<file path="config.mk">
export PLATFORM = sky130hd
export DESIGN_NAME = pixel_window_buffer
export DESIGN_NICKNAME = d
export VERILOG_FILES = /design/src/rtl/pixel_window_buffer.sv
export SDC_FILE = /design/constraint.sdc
export NUM_CORES = 2
export LEC_CHECK = 0
export BUFFER_PORTS_ARGS = -buffer_cell sky130_fd_sc_hd__buf_4
export CAP_MARGIN = 20
export CORE_AREA = 2 2 414 416
export CTS_BUF_LIST = sky130_fd_sc_hd__clkbuf_8
export CTS_CLUSTER_SIZE = 16
export DETAILED_ROUTE_END_ITERATION = 6
export DIE_AREA = 0 0 416 418
export PLACE_DENSITY = 0.53
export SKIP_LAST_GASP = 1
export SLEW_MARGIN = 10
export SYNTH_ARGS = -nofsm -noshare
export SYNTH_HDL_FRONTEND = slang
export SYNTH_SLANG_ARGS = --single-unit
export TNS_END_PERCENT = 1
</file>
<file path="constraint.sdc">
create_clock -name clock -period 3.8 [get_ports clock]
set_clock_uncertainty 0.1 [all_clocks]
set_input_delay 0.38 -clock clock [delete_from_list [all_inputs] [get_ports clock]]
set_output_delay 0.38 -clock clock [all_outputs]
set_load 0.03 [all_outputs]
</file>
<file path="src/rtl/pixel_window_buffer.sv">
// pixel_window_buffer
// Holds the most recent DEPTH rows of pixels and presents them as one window,
// either row-major or transposed (column-major), to the interpolation filters.
//
// Handshakes: a row is accepted on a rising edge where in_valid & in_ready;
// a window is consumed on a rising edge where win_valid & win_ready.
// Producers hold in_valid/in_row until accepted; in_ready never depends on
// in_valid, and win_valid never depends on win_ready.
module pixel_window_buffer #(
    parameter  int PIX_W   = 8,
    parameter  int ROW_PIX = 8,
    parameter  int DEPTH   = 15,
    parameter  int CNT_W   = 16,
    localparam int ROW_W   = ROW_PIX * PIX_W,
    localparam int WIN_W   = DEPTH * ROW_W,
    localparam int FILL_W  = $clog2(DEPTH + 1)
) (
    input  logic              clock,
    input  logic              reset_L,
    input  logic              in_valid,
    output logic              in_ready,
    input  logic [ROW_W-1:0]  in_row,
    input  logic              flush,
    input  logic              transpose,
    output logic              win_valid,
    input  logic              win_ready,
    output logic [WIN_W-1:0]  win_data,
    output logic [FILL_W-1:0] fill_cnt,
    output logic [CNT_W-1:0]  win_count,
    output logic [1:0]        state_dbg_o
);

    typedef enum logic [1:0] {
        ST_FILL  = 2'd0,
        ST_READY = 2'd1,
        ST_SPENT = 2'd2
    } state_t;

    state_t             state_q, state_d;
    logic [FILL_W-1:0]  fill_q, fill_d;
    logic [CNT_W-1:0]   count_q, count_d;
    logic [ROW_W-1:0]   rows_q [DEPTH];
    logic               accept;

    // A row enters storage only on a real accept; flush discards it.
    assign accept = in_valid & in_ready;

    // Row storage: row 0 is the oldest; new rows enter at the top and push the oldest out.
    always_ff @(posedge clock or negedge reset_L) begin
        if (!reset_L) begin
            for (int i = 0; i < DEPTH; i++) rows_q[i] <= '0;
        end else if (flush) begin
            for (int i = 0; i < DEPTH; i++) rows_q[i] <= '0;
        end else if (accept) begin
            for (int i = 0; i < DEPTH - 1; i++) rows_q[i] <= rows_q[i+1];
            rows_q[DEPTH-1] <= in_row;
        end
    end

    // State, fill level and window counter registers.
    always_ff @(posedge clock or negedge reset_L) begin
        if (!reset_L) begin
            state_q <= ST_FILL;
            fill_q  <= '0;
            count_q <= '0;
        end else begin
            state_q <= state_d;
            fill_q  <= fill_d;
            count_q <= count_d;
        end
    end

    // Next-state and handshake outputs; a held window blocks new rows until consumed.
    always_comb begin
        state_d   = state_q;
        fill_d    = fill_q;
        count_d   = count_q;
        in_ready  = 1'b1;
        win_valid = 1'b0;
        case (state_q)
            ST_FILL: begin
                if (in_valid) begin
                    fill_d = fill_q + 1'b1;
                    if (fill_q == FILL_W'(DEPTH - 1)) state_d = ST_READY;
                end
            end
            ST_READY: begin
                win_valid = 1'b1;
                in_ready  = win_ready;
                if (win_ready) begin
                    count_d = count_q + 1'b1;
                    if (!in_valid) state_d = ST_SPENT;
                end
            end
            ST_SPENT: begin
                if (in_valid) state_d = ST_READY;
            end
            default: state_d = ST_FILL;
        endcase
        if (flush) begin
            state_d = ST_FILL;
            fill_d  = '0;
            count_d = '0;
        end
    end

    // Output slot p holds either row-major pixel (p/ROW_PIX, p%ROW_PIX)
    // or transposed pixel (row p%DEPTH, column p/DEPTH).
    for (genvar p = 0; p < DEPTH * ROW_PIX; p++) begin : g_pix
        localparam int RM_R = p / ROW_PIX;
        localparam int RM_C = p % ROW_PIX;
        localparam int TR_R = p % DEPTH;
        localparam int TR_C = p / DEPTH;
        assign win_data[p*PIX_W +: PIX_W] = transpose ? rows_q[TR_R][TR_C*PIX_W +: PIX_W]
                                                      : rows_q[RM_R][RM_C*PIX_W +: PIX_W];
    end

    assign fill_cnt    = fill_q;
    assign win_count   = count_q;
    assign state_dbg_o = state_q;

endmodule
</file>
After elaboration in Yosys (flattened, before gate mapping)
Index checks and enable logic that the tools add are counted.

$add $sub $neg: 2. Equal/unequal tests: 8. Multiplexer cells: 129. Bitwise operators: 1. Reductions and logical operators: 9.

Operators with widths (number): $mux W960 (2); $mux W8 (112); $mux W16 (3); $add A16 B1 Y16 const B (1); $ne A3 B3 Y1 const B (5); $mux W2 (6); $mux W4 (3); $reduce_bool A2 Y1 (5); $pmux W2 S3 (1); $reduce_and A5 Y1 (1); $add A4 B1 Y4 const B (1); $eq A4 B4 Y1 const B (1); $reduce_and A2 Y1 (2); $eq A2 B1 Y1 const B (1); $eq A2 B2 Y1 const B (1); $logic_not A2 Y1 (1); $mux W1 (2); $and A1 B1 Y1 (1).

Register bits: 982. Input bits: 70. Output and inout port bits: 984. Word-level logic and storage cells: 167.

Longest topological paths before layout
Word-level depth: 5. Gate-level depth with buffers: 8. Mapped depth without buffers: 5.

Worst setup path after synthesis
Ideal clock, no wire load.

Path kind: input-to-output. From: input port transpose. To: output port win_data[425]. Arrival time: 1.598 ns. Data required time: 3.320 ns. Slack: 1.722 ns. Stages on the path: 5. Buffers on the path: 4. Path through: clkbuf_1 > buf_2 > clkbuf_1 > buf_2 > mux2_2.

Word-level cells in the longest chain between the ends: 1.

RTL lines: start, declared (RTL line 24) `input logic transpose,`; $mux W8 (RTL line 114) `assign win_data[p*PIX_W +: PIX_W] = transpose ? rows_q[TR_R][TR_C*PIX_W +: PIX_W]`; end, declared (RTL line 27) `output logic [WIN_W-1:0] win_data,`.

No other way between the ends.

Final worst setup path
From: register rows_q[204] (netlist bit). To: output port win_data[716].

Word-level cells in the longest chain between the ends: 1.

RTL lines: start, declared (RTL line 42) `logic [ROW_W-1:0] rows_q [DEPTH];`; start signal, assigned by index (RTL line 56) `rows_q[DEPTH-1] <= in_row;`; $mux W8 (RTL line 114).

No other way between the ends.

==> results.tsv <==
metric	value	unit
initial_core_util	29.43	%
gpl.final_weighted_congestion	0.9988	
drv.max_cap_violation_count	0	
vias	47476	
drive_above_1_share	36.55	%
htree_levels	4	
synthCells	5332	
synth-seq-area-share	49.38	%
die-width	416	µm
post_cts.repair.setup_buffers	0	
route.detailed.drc	0	
cp_max_fo	4	
syn_area	0.04977	mm²
detail_route.iter0.violations	5502	
coreArea	0.1691	mm²
hold_slack	136.2	ps
clk-insertion-delay-late	930	ps
synth_ff_type	dfrtp_1	
cpMaxStageDelayCell	dfrtp_1	
area_grow_syn2layout	28.81	%
post-route-period-util	74.14	%
critPathLaunchType	register	
numClockSinks	982	
timing.setup.critical_path_class	reg2out	
outcome	finished clean	
hold_path_depth	3	
overflow	0	
grt_start_max_net_pins	175	
route.final.wire_length	316000	µm
tritoncts	done	
worstPathArrival	2340	ps
dieHeight	418	µm
setup_tns	0	ps
synth_simple_gate_area_share	14.95	%
placement.io_buffers	1053	
max_slew_margin	32.59	%
synth_top_family_by_area	multiplexers	
ctsResizeCount	0	
setup_repair_after_global_routing_missed_its_margin	false	
mean_post_synth_cell_area	9.334	µm²
floorplan.io_pins	1054	
die_area	0.1739	mm²
drt_pass1_iterations	5	
worst_reg2reg_path_length_in_cells	6	
totalPowerFinal	0.02338	W
first_pass_grt_wire_length	415600	µm
syn_nets	5405	
clk_transition_reported_paths	60	ps
yosysUniqueCellTypes	34	
nets	6362	
synth-async-reset-ratio	100.0	%
synthMuxAreaShare	20.31	%
worstMarginPinSlew	1011	ps
post_synth_xor_area_fraction	0.2112	%
finalWorstPathRequiredPeriod	2817	ps
synth-compound-area-share	9.900	%
ys_seq_elements	982	
maxSlewViolCount	0	
cts_inserted_buffers	185	
holdCritPathClass	in2reg	
vdd_ir_drop_max	0.3352	mV
setup_viol_count_final	0	
cp-end-kind	output pin	
drt-wirelength-per-cell	36.43	µm
antenna_left	0	
cts-root-buf	clkbuf_8	
grt_antenna_before_repair	56	
max_stage_delay	830	ps
grt_pass1_vias	45081	
timing.final.hold_violations	0	
cts_hold_repair.buffers	71	
synth_warnings	0	
max-clock-path-buffers	3	
critPathRequiredTime	3320	ps
number_of_rows_created_at_floorplan	151	
crit_chain	mux2_2, buf_4	
achievable-frequency	355.0	MHz
post-dp-hpwl	243400	µm
route.detailed.vias_per_inst	5.474	
synth_enable_flop_cells	0	
pwr_dens	364.7	mW/mm²
groute.usage.overall	35.11	%
synth_adder_area_share	0.07542	%
p_leak	29.82	nW
sequential cells by signal, indices dropped and copies added (netlist names):
name,flops
fill_cnt,4
rows_q,896
state_dbg_o,2
win_count,16
win_data,64
per-stage QoR:
stage | cell area, µm² | cells | utilization (%) | worst slack [ps]
floorplan | 49770 | 5332 | - | 1722
global placement | 59650 | 8249 | 35.27 | 1233
detailed placement | 59650 | 8249 | 35.27 | 1209
CTS | 64030 | 8642 | 37.87 | 851.0
global route | 64030 | 8643 | 37.87 | 854.8
finish | 64110 | 8673 | 37.91 | 982.8
cell type report:
| class | count | area [µm²] |
|---|---|---|
| inverter | 6 | 22.52 |
| antenna | 31 | 77.57 |
| clock buffer | 227 | 3124 |
| fill | 17362 | 105000 |
| clock inverter | 95 | 536.8 |
| sequential | 982 | 24570 |
| tap | 2218 | 2775 |
| timing repair buffer | 1257 | 10360 |
| multi-input combinational | 3857 | 22640 |
report_power, final:
group	switching (W)	internal, W	leakage [nW]
logic	0.00142	0.000613	14.0
registers	0.000186	0.0105	13.7
clock network	0.00505	0.00557	2.12
total	0.00666	0.0167	29.8
cells by family (layout without fill, tap and decap cells):
kind of cell	after synthesis	count (layout)
simple gates	1964	1964
flops	982	982
compound gates	980	980
mux	898	898
buf+inv	493	1585
xor+xnor	12	12
fa+ha+maj	3	3
other cells	0	31
Yosys cell counts, drive strengths merged, types with 6 or more instances:
library cell / n / area [µm²]
nand2: 1926 / 7229
dfrtp: 982 / 24570
a21oi: 967 / 4840
mux2: 896 / 10090
buf: 366 / 2097
clkbuf: 121 / 454.2
nor2: 14 / 52.55
xor2: 10 / 87.58
inv: 6 / 22.52
nand4: 6 / 37.54
o21ai: 6 / 33.78
or3: 6 / 37.54
per-layer routing:
metal	up-vias	global-route usage, %	wire length [µm]
met5	-	0	176
met4	24	21.61	22420
met3	675	8.029	23710
met2	2496	55.12	145300
met1	24546	43.81	124300
li1	19735	-	-
cells in the final DEF, fill, tap and decap left out, drive strengths merged, types with 6 or more instances in the layout:
cell type / netlist / final
a21oi: 967 / 967
buf: 366 / 1187
clkbuf: 121 / 227
clkinv: 0 / 23
dfrtp: 982 / 982
diode: 0 / 31
dlygate4sd3: 0 / 70
inv: 6 / 72
mux2: 896 / 896
nand2: 1926 / 1926
nand4: 6 / 6
nor2: 14 / 14
o21ai: 6 / 6
or3: 6 / 6
xor2: 10 / 10
final timing paths:
check | to | startpoint | slack [ps]
min in group asynchronous | rows_q[187]$_DFFE_PN0P_ | reset_L | 230
max in group asynchronous | rows_q[313]$_DFFE_PN0P_ | reset_L | 2520
worst max register to register | rows_q[40]$_DFFE_PN0P_ | state_dbg_o[1]$_DFFE_PN0P_ | 1010
worst min-delay path | state_dbg_o[1]$_DFFE_PN0P_ | in_valid | 140
worst max-delay path | win_data[716] | rows_q[204]$_DFFE_PN0P_ | 980
worst min register to register | rows_q[242]$_DFFE_PN0P_ | win_data[818]$_DFFE_PN0P_ | 430
worst max-delay path, delay by kind of cell (launching register included):
| kind | cells | cell delay, ps |
|---|---|---|
| buf+inv | 1 | 190 |
| flops | 1 | 830 |
| mux | 1 | 400 |
No activity file was read; power rests on OpenSTA's default activity.
